**src/rtl/cdm_seq_mult.sv**
```systemverilog
// -----------------------------------------------------------------------------
// cdm_seq_mult
//
// Iterative carry-disregard approximate multiplier. One partial product
// pp_i = (B[i] ? A : 0) << i is folded in per clock. The kc = min(k, 2W) low
// result columns are XOR-reduced (their carries are dropped), while the
// remaining high columns are summed exactly. k = 0 gives the exact product.
//
// Optional build macro: CDM_EXACT_CMP_EN
//   When defined, the block also accumulates the exact product in parallel and
//   presents P_exact (= A*B) and err_dist (= P_exact - R) alongside R.
//
// Ports
//   clk        in   1    rising-edge clock
//   rst_n      in   1    asynchronous active-low reset
//   in_valid   in   1    operand beat valid
//   in_ready   out  1    block accepts an operand beat (IDLE only)
//   A          in   W    multiplicand, unsigned
//   B          in   W    multiplier, unsigned
//   k          in   KW   number of low columns whose carries are disregarded
//   out_valid  out  1    result valid (DONE only)
//   out_ready  in   1    downstream accepts the result
//   R          out  2W   approximate product
//   P_exact    out  2W   exact product            (CDM_EXACT_CMP_EN only)
//   err_dist   out  2W   P_exact - R, never < 0   (CDM_EXACT_CMP_EN only)
//
// Timing: out_valid rises W edges after the accept edge; with out_ready held
// high one result is produced every W+2 cycles.
// -----------------------------------------------------------------------------
module cdm_seq_mult #(
   parameter int W  = 16,   // operand width, 4..32
   parameter int KW = 6     // k port width, 2**KW > 2*W
) (
   input  logic            clk,
   input  logic            rst_n,
   input  logic            in_valid,
   output logic            in_ready,
   input  logic [W-1:0]    A,
   input  logic [W-1:0]    B,
   input  logic [KW-1:0]   k,
   output logic            out_valid,
   input  logic            out_ready,
   output logic [2*W-1:0]  R
`ifdef CDM_EXACT_CMP_EN
   ,
   output logic [2*W-1:0]  P_exact,
   output logic [2*W-1:0]  err_dist
`endif
);

   localparam int PW = 2 * W;
   localparam int IW = $clog2(W);

   localparam logic [KW-1:0] KC_MAX   = KW'(PW);
   localparam logic [IW-1:0] IDX_LAST = IW'(W - 1);

   typedef enum logic [1:0] {
      IDLE = 2'd0,
      CALC = 2'd1,
      DONE = 2'd2
   } state_t;

   state_t          state_q;
   state_t          state_d;

   logic            accept;
   logic            last_pp;

   // Operands are kept pre-shifted: a_sh always holds A << i and b_sh[0] is
   // B[i], so no barrel shifter is needed to form the current partial product.
   logic [PW-1:0]   a_sh;
   logic [W-1:0]    b_sh;
   logic [KW-1:0]   kc_q;
   logic [IW-1:0]   idx;

   logic [PW-1:0]   hi_acc;
   logic [PW-1:0]   lo_acc;

   logic [KW-1:0]   kc_in;
   logic [PW-1:0]   lo_mask;
   logic [PW-1:0]   hi_mask;
   logic [PW-1:0]   pp;
   logic [PW-1:0]   hi_nxt;
   logic [PW-1:0]   lo_nxt;
   logic [PW-1:0]   r_nxt;

`ifdef CDM_EXACT_CMP_EN
   logic [PW-1:0]   ex_acc;
   logic [PW-1:0]   ex_nxt;
`endif

   // -------------------------------------------------------------------------
   // FSM: state register
   // -------------------------------------------------------------------------
   // NOTE: clocked state uses non-blocking (<=) so every flop samples the
   // pre-edge values; blocking here would create order-dependent races.
   always_ff @(posedge clk or negedge rst_n) begin
      if (!rst_n) begin
         state_q <= IDLE;
      end else begin
         state_q <= state_d;
      end
   end

   // -------------------------------------------------------------------------
   // FSM: next state and handshake outputs
   // -------------------------------------------------------------------------
   // NOTE: every output of this block gets a default first, so no path leaves
   // a signal unassigned and no latch is inferred.
   always_comb begin
      state_d   = state_q;
      in_ready  = 1'b0;
      out_valid = 1'b0;
      accept    = 1'b0;

      unique case (state_q)
         IDLE: begin
            in_ready = 1'b1;
            if (in_valid) begin
               accept  = 1'b1;
               state_d = CALC;
            end
         end
         CALC: begin
            if (last_pp) begin
               state_d = DONE;
            end
         end
         DONE: begin
            out_valid = 1'b1;
            if (out_ready) begin
               state_d = IDLE;
            end
         end
         default: begin
            state_d = IDLE;
         end
      endcase
   end

   // -------------------------------------------------------------------------
   // Column split and per-cycle partial product
   // -------------------------------------------------------------------------
   // k beyond 2W would address columns that do not exist; clamp so the whole
   // result becomes XOR-only.
   assign kc_in = (k > KC_MAX) ? KC_MAX : k;

   // Shifting all-ones left by kc_q == 2W yields zero, so lo_mask becomes
   // all-ones exactly at the clamp point.
   assign lo_mask = ~({PW{1'b1}} << kc_q);
   assign hi_mask = ~lo_mask;

   assign pp      = b_sh[0] ? a_sh : '0;
   assign last_pp = (idx == IDX_LAST);

   assign hi_nxt  = hi_acc + (pp & hi_mask);
   assign lo_nxt  = lo_acc ^ (pp & lo_mask);

   // LO and HI occupy disjoint columns, so this add never carries from LO
   // into HI; it simply merges the two halves.
   assign r_nxt   = hi_nxt + lo_nxt;

`ifdef CDM_EXACT_CMP_EN
   assign ex_nxt  = ex_acc + pp;
`endif

   // -------------------------------------------------------------------------
   // Datapath
   // -------------------------------------------------------------------------
   always_ff @(posedge clk or negedge rst_n) begin
      if (!rst_n) begin
         a_sh     <= '0;
         b_sh     <= '0;
         kc_q     <= '0;
         idx      <= '0;
         hi_acc   <= '0;
         lo_acc   <= '0;
         R        <= '0;
`ifdef CDM_EXACT_CMP_EN
         ex_acc   <= '0;
         P_exact  <= '0;
         err_dist <= '0;
`endif
      end else if (accept) begin
         a_sh     <= {{W{1'b0}}, A};
         b_sh     <= B;
         kc_q     <= kc_in;
         idx      <= '0;
         hi_acc   <= '0;
         lo_acc   <= '0;
`ifdef CDM_EXACT_CMP_EN
         ex_acc   <= '0;
`endif
      end else if (state_q == CALC) begin
         a_sh     <= a_sh << 1;
         b_sh     <= b_sh >> 1;
         idx      <= idx + IW'(1);
         hi_acc   <= hi_nxt;
         lo_acc   <= lo_nxt;
`ifdef CDM_EXACT_CMP_EN
         ex_acc   <= ex_nxt;
`endif
         // The final partial product is folded straight into the result so
         // R is ready on the same edge that enters DONE.
         if (last_pp) begin
            R        <= r_nxt;
`ifdef CDM_EXACT_CMP_EN
            P_exact  <= ex_nxt;
            err_dist <= ex_nxt - r_nxt;
`endif
         end
      end
   end

endmodule

```
**config.mk**
```make
export PLATFORM = sky130hd
export DESIGN_NAME = cdm_seq_mult
export DESIGN_NICKNAME = d
export VERILOG_FILES = /design/src/rtl/cdm_seq_mult.sv
export SDC_FILE = /design/constraint.sdc
export NUM_CORES = 1
export LEC_CHECK = 0
export ABC_AREA = 1
export CAP_MARGIN = 20
export CORE_MARGIN = 2
export CORE_UTILIZATION = 55
export CTS_BUF_LIST = sky130_fd_sc_hd__clkbuf_8
export DETAILED_ROUTE_END_ITERATION = 8
export MAX_ROUTING_LAYER = met4
export PLACE_DENSITY = 0.78
export SYNTH_ARGS = -nofsm -noshare
export SYNTH_HDL_FRONTEND = slang
export SYNTH_SLANG_ARGS = --single-unit
export TNS_END_PERCENT = 1
```
**constraint.sdc**
```tcl
create_clock -name clk -period 5.2 [get_ports clk]
set_input_delay 1.56 -clock clk [delete_from_list [all_inputs] [get_ports clk]]
set_output_delay 1.56 -clock clk [all_outputs]
set_load 0.02 [all_outputs]
```
==> results of run 1 <==
==> kinds of logic (layout without fill, tap and decap cells) <==
| family | Yosys count | count (layout) |
|---|---|---|
| adder cells (fa/ha/maj) | 65 | 65 |
| flip-flops | 156 | 156 |
| XOR/XNOR | 69 | 69 |
| buffers and inverters | 279 | 364 |
| AO/OA/AOI/OAI | 246 | 246 |
| AND/OR/NAND/NOR | 771 | 771 |
==> area by class of cell <==
type                    instances  area share (%)
multi-input cells            1151            49.3
flip-flops and latches        156            30.7
repair buffers                 94            7.13
inverters                     238            7.04
well taps                     270            2.66
clock buffers                  17            1.84
clock inverters                15            1.39
==> routing by layer <==
layer | GRT usage, % | share of wire (%)
met4 | 7.67 | 2.0
met3 | 4.97 | 8.1
met5 | - | 0
met1 | 45.8 | 46
met2 | 45.8 | 43
==> cell usage in the layout, fill, tap and decap left out, drive strengths merged, types with 5 or more instances in the layout <==
| master | Yosys | final |
|---|---|---|
| nand2 | 484 | 484 |
| inv | 236 | 243 |
| dfrtp | 156 | 156 |
| nand3 | 128 | 128 |
| o21ai | 98 | 98 |
| nor2 | 81 | 81 |
| clkdlybuf4s50 | 0 | 74 |
| a21oi | 65 | 65 |
| ha | 63 | 63 |
| xor2 | 54 | 54 |
| nor3 | 33 | 33 |
| nand4 | 32 | 32 |
| buf | 6 | 20 |
| o221ai | 18 | 18 |
| o22ai | 18 | 18 |
| clkbuf | 35 | 17 |
| a22o | 16 | 16 |
| xnor2 | 14 | 14 |
| clkinv | 2 | 10 |
| a211oi | 9 | 9 |
| nand3b | 7 | 7 |
| a31oi | 5 | 5 |
==> worst max-delay path, delay by kind of cell, from the launching register on <==
kind                       cells  cell delay, ps
and+or+nand+nor               18            2490
adders and majority gates      2             650
DFF                            1             490
buffers and inverters          5             420
AOI/OAI and AO/OA              2             350
xor gates and xnor gates       1             200
==> flip-flops by register name (all words and copies together), names as in the netlist <==
| signal | flops |
|---|---|
| R | 32 |
| a_sh | 32 |
| b_sh | 16 |
| hi_acc | 32 |
| idx | 4 |
| kc_q | 6 |
| lo_acc | 32 |
| state_q | 2 |
==> power by group through the flow <==
stage | sequential, µW | combinational [µW] | clock [µW]
6_report | 2060 | 5460 | 949
5_1_grt | 2130 | 6090 | 1010
4_1_cts | 2050 | 5350 | 957
3_5_place_dp | 2070 | 5310 | 0
3_3_place_gp | 2060 | 5250 | 0
2_1_floorplan | 2150 | 3680 | 0
==> stage by stage <==
stage	area [µm²]	hold slack, ps	worst slack (ps)	total power, µW	util, %
global placement	12300	459	545	7300	61.0
CTS	12700	491	465	8360	63.1
global route	12700	510	44.7	9230	63.3
floorplan	11200	449	1210	5820	-
detailed placement	12300	467	477	7390	61.0
finish	12700	484	479	8470	63.3
==> worst max path at each step <==
stage / from / end / slack (ps) / cells after the start
floorplan: kc_q[5]$_DFFE_PN0P_ / R[31]$_DFFE_PN0P_ / 1210 / 27
global placement: kc_q[5]$_DFFE_PN0P_ / R[30]$_DFFE_PN0P_ / 540 / 26
detailed placement: kc_q[5]$_DFFE_PN0P_ / R[31]$_DFFE_PN0P_ / 480 / 26
CTS: kc_q[5]$_DFFE_PN0P_ / R[31]$_DFFE_PN0P_ / 470 / 28
global route: kc_q[5]$_DFFE_PN0P_ / R[30]$_DFFE_PN0P_ / 40 / 26
finish: kc_q[5]$_DFFE_PN0P_ / R[31]$_DFFE_PN0P_ / 480 / 28
==> reports/results.txt, run 1 <==
post-synthesis net count -> 1693
Area Overhead vs Synth -> 13.5%
Synth Area in Adders -> 7.39%
die width -> 147 µm
Ant. Diodes -> 0
Clk network pwr share -> 11.2%
clk_lat worst skew -> 480 ps
Seq pwr share -> 24.3%
Initial Utilization -> 55.8%
Slew @ Worst Pin -> 898 ps
NetSw -> 4480 µW
Detailed Place HPWL -> 24500 µm
path category of the worst min-delay check -> reg2reg
Slowest-stage cell, CP -> dfrtp_1
pwr dens -> 665 nW/µm²
I/O Buffers -> 75
Std-Cell Rows -> 52
Routed Antenna Nets -> 0
Cells after DPL -> 1903
most used cell, CP -> nand2_1
Post-Synth Simple-Gate Area -> 29.4%
Mean Syn Cell Area -> 7.07 µm²
Hold Path Depth -> 2
ys flop type -> dfrtp_1
nets -> 1765
combinational fraction of design power -> 64.5%
vias per cell -> 5.54
R2R Setup Slk -> 480 ps
Tot GR Track Use -> 31.3%
vias post-DR -> 10.7k
clk slew on worst S/H paths -> 100 ps
Fin. Hold Viols -> 0
worst hold start -> R[15]$_DFFE_PN0P_
Synth Area in XOR/XNOR -> 5.95%
routability cong. -> 0.973
Post-Syn Area -> 11200 µm²
I/O Pins -> 76
Max VDD drop -> 0.686 mV
Sum Neg Setup Slack -> 0 ps
Clock Skew -> 20.5 ps
WS Path Type -> reg2reg
root buffer cell -> clkbuf_8
Synth area leaders -> dfrtp_1 (35%), nand2_1 (16%), inv_1 (7.7%)
worst r2r dst -> R[31]$_DFFE_PN0P_
Final Max Tran Viols -> 0
die area -> 21500 µm²
Synth async-reset ratio -> 100%
FF-to-FF Start -> kc_q[5]$_DFFE_PN0P_
vias in the first global route -> 10.1k
switching part of the total -> 53.0%
synth warn -> 0
critical path capture point type -> flop
CTS tree -> yes
Num Clock Sinks -> 156
H-Tree Depth -> 4
Chip Height -> 147 µm
Seq/Total Area, Yosys -> 34.8%
compound-cell area share of the yosys netlist -> 13.1%
mux contribution to synthesized area -> 0%
TritonRoute pass-1 iters -> 6
Register Area -> 3900 µm²
core area -> 20100 µm²
post_cts resized -> 0
WP data required -> 5570 ps
first-pass GRT wire length -> 52200 µm
Non-Filler Instances -> 1941
min Tclk post-route -> 4720 ps
Hold Crit Endpoint -> R[15]$_DFFE_PN0P_
status -> finished, final reports clean
share of cells above drive strength 1 -> 5.21%
top-count cell post-synth -> nand2_1
Synth top cells by count -> nand2_1 (478), inv_1 (230), dfrtp_1 (156), nand3_1 (125), o21ai_0 (90)
initial DRC count -> 820
largest family of logic cells by synthesized area -> simple AND/OR/NAND/NOR gates
DRC Markers -> 0
Post-CTS Hold Fix Bufs -> 0
Post-CTS Setup Bufs -> 0
Final period util -> 90.8%
largest net degree at the start of global routing -> 83
RSZ-0062 raised after global routing -> false
area taken by multi-input logic gates -> 6270 µm²
final WL -> 31800 µm
WP data arrival -> 5090 ps
leading area contributor after synthesis -> dfrtp_1
P_int -> 3980 µW
Peak Freq -> 212 MHz
Worst Path Max Fanout -> 6
max-cap violations -> 0
CP max stage delay -> 490 ps
crit start category -> flop
area share of the leading cell type in the synthesized netlist -> 34.8%
Clock Path Buffers -> 2
Cell variety after synth -> 51
grt total ovfl -> 0
Final setup viols -> 0
cell count after synthesis -> 1586
Layout fillers -> 1860
CTS Buf Count -> 17
DR WL/cell -> 16.4 µm
R2R cell count -> 28
Post-synth EDFFs -> 0
#FFs+latches synth -> 156
Lkg Pwr -> 0.00657 µW
initial antenna violation count -> 0
relative slew slack -> 40.1%
Power figures use the tool's default switching activity.
==> run 2, diff against run 1 <==
--- a/config.mk
+++ b/config.mk
@@ -6,10 +6,11 @@
 export NUM_CORES = 1
 export LEC_CHECK = 0
 export ABC_AREA = 1
-export CAP_MARGIN = 20
+export CAP_MARGIN = 5
 export CORE_MARGIN = 2
 export CORE_UTILIZATION = 55
 export CTS_BUF_LIST = sky130_fd_sc_hd__clkbuf_8
+export CTS_CLUSTER_SIZE = 28
 export DETAILED_ROUTE_END_ITERATION = 8
 export MAX_ROUTING_LAYER = met4
 export PLACE_DENSITY = 0.78
==> results of run 2 <==
No change in the layout: final DEF, timing and power equal those of run 1.
==> run 3, diff against run 2 <==
--- a/config.mk
+++ b/config.mk
@@ -8,12 +8,12 @@
 export ABC_AREA = 1
 export CAP_MARGIN = 5
 export CORE_MARGIN = 2
-export CORE_UTILIZATION = 55
+export CORE_UTILIZATION = 29
 export CTS_BUF_LIST = sky130_fd_sc_hd__clkbuf_8
 export CTS_CLUSTER_SIZE = 28
 export DETAILED_ROUTE_END_ITERATION = 8
 export MAX_ROUTING_LAYER = met4
-export PLACE_DENSITY = 0.78
+export PLACE_DENSITY = 0.48
 export SYNTH_ARGS = -nofsm -noshare
 export SYNTH_HDL_FRONTEND = slang
 export SYNTH_SLANG_ARGS = --single-unit
==> constraint.sdc (replaced) <==
create_clock -name clk -period 5.2 [get_ports clk]
set_input_delay 1.56 -clock clk [delete_from_list [all_inputs] [get_ports clk]]
set_output_delay 1.56 -clock clk [all_outputs]
set_load 0.05 [all_outputs]
==> reports/results.txt, run 3 (synthesis results as in run 1) <==
Std-Cell Rows -> 72
Tot GR Track Use -> 19.1%
status -> finished, final reports clean
Num Clock Sinks -> 156
vias post-DR -> 10.4k
DRC Markers -> 0
Non-Filler Instances -> 2196
most frequent cells in the layout -> nand2_1 (478), inv_1 (229), dfrtp_1 (156)
Clk network pwr share -> 11.4%
share of cells above drive strength 1 -> 5.78%
Area after DPL -> 12600 µm²
Area Overhead vs Synth -> 16.7%
global route hottest layer -> met2
grt total ovfl -> 0
Sum Neg Setup Slack -> 0 ps
clk_lat worst skew -> 510 ps
Clock Path Buffers -> 2
final WL -> 36500 µm
DR WL/cell -> 16.6 µm
die width -> 201 µm
Layout fillers -> 4197
grt met1 use -> 26.8%
clk slew on worst S/H paths -> 100 ps
Routed Antenna Nets -> 0
pwr dens -> 679 nW/µm²
Worst Path Max Fanout -> 19
R2R Setup Slk -> 450 ps
Hold Path Depth -> 2
first-pass GRT wire length -> 58000 µm
I/O Pins -> 76
Post-CTS Hold Fix Bufs -> 0
critical path capture point type -> flop
final instance area -> 13100 µm²
Final period util -> 91.3%
CTS tree -> yes
CTS Buf Count -> 17
H-Tree Depth -> 4
Chip Height -> 201 µm
met3 Track Usage GR -> 2.89%
core area -> 38400 µm²
Final Max Tran Viols -> 0
GR met2 Demand/Resource -> 28.6%
Cells after DPL -> 2159
max-cap violations -> 0
initial DRC count -> 659
Peak Freq -> 211 MHz
worst r2r dst -> R[30]$_DFFE_PN0P_
Clock Skew -> 26.7 ps
min Tclk post-route -> 4750 ps
Fin. Hold Viols -> 0
crit start category -> flop
Initial Utilization -> 29.2%
combinational fraction of design power -> 65.4%
initial antenna violation count -> 1
path category of the worst min-delay check -> reg2reg
R2R cell count -> 25
worst hold start -> R[18]$_DFFE_PN0P_
FF-to-FF Start -> b_sh[0]$_DFFE_PN0P_
Ant. Diodes -> 0
WP data arrival -> 5130 ps
routability cong. -> 0.902
vias in the first global route -> 10.1k
Hold Crit Endpoint -> R[18]$_DFFE_PN0P_
Seq pwr share -> 23.2%
Slew @ Worst Pin -> 944 ps
relative slew slack -> 36.4%
P_int -> 4070 µW
Lkg Pwr -> 0.00659 µW
RSZ-0062 raised after global routing -> true
Max VDD drop -> 0.307 mV
most common cell after layout, fill and taps aside -> nand2_1
WS Path Type -> reg2reg
Detailed Place HPWL -> 28500 µm
nets -> 1772
I/O Buffers -> 75
TritonRoute pass-1 iters -> 5
vias per cell -> 4.74
switching part of the total -> 54.2%
largest net degree at the start of global routing -> 83
Final setup viols -> 0
die area -> 40300 µm²
NetSw -> 4810 µW
root buffer cell -> clkbuf_8
WP data required -> 5580 ps
Hold WS -> 487 ps
run 3: power groups by stage:
stage          Clock (µW)  Sequential (µW)  Combinational (µW)
2_1_floorplan           0             2390                3680
3_3_place_gp            0             2080                5740
3_5_place_dp            0             2090                5760
4_1_cts              1060             2060                5800
5_1_grt              1100             2130                6490
6_report             1020             2060                5810
run 3: stage by stage:
step	setup slack, ps	util (%)	power [µW]
after floorplan	1210	-	6080
after global placement	325	32.9	7820
after detailed placement	266	32.9	7850
after CTS	224	34.0	8920
after global routing	-92.7	34.1	9720
final	454	34.1	8880
run 3: worst max path at each step:
| stage | to | start |
|---|---|---|
| finish | R[30]$_DFFE_PN0P_ | b_sh[0]$_DFFE_PN0P_ |
| global route | R[31]$_DFFE_PN0P_ | kc_q[5]$_DFFE_PN0P_ |
| CTS | R[30]$_DFFE_PN0P_ | kc_q[5]$_DFFE_PN0P_ |
| detailed placement | R[30]$_DFFE_PN0P_ | kc_q[5]$_DFFE_PN0P_ |
| global placement | R[30]$_DFFE_PN0P_ | b_sh[0]$_DFFE_PN0P_ |
| floorplan | R[31]$_DFFE_PN0P_ | kc_q[5]$_DFFE_PN0P_ |
run 3: critical path, stage by stage, from the launching register on:
cell,delay (ps)
dfrtp_1,360
clkinv_1,410
buf_4,400
a211oi_1,350
ha_1,380
nand2_1,150
inv_1,50
nand2_1,60
nand2_1,60
inv_1,50
nand2_1,120
nand2_1,90
nand3_1,120
a21oi_1,240
xor2_1,230
inv_1,70
ha_1,420
nand2_1,160
nor3_2,190
inv_1,80
nor2_1,140
nand3_1,190
nand3_1,130
nand2_1,50
nand3_1,80
nand2_1,50
run 3: per-layer routing:
metal | part of all wire (%) | wire length (µm)
met5 | 0 | 0
met4 | 1.7 | 631
met3 | 3.8 | 1380
met2 | 44 | 16100
met1 | 50 | 18400
run 3: layout make-up:
class                           instances  area, µm²  share of cell area, %
Tap cell                              518        648                   4.95
Sequential cell                       156       3900                   29.8
Inverter                              238        896                   6.85
Clock inverter                         15        181                   1.39
Timing Repair Buffer                  101        947                   7.24
Clock buffer                           17        234                   1.79
Multi-Input combinational cell       1151       6280                   48.0
run 3: timing repair:
item	in CTS	in global routing
gates resized for setup	0	1
setup buffers	0	5
endpoints found under the setup margin	0	3
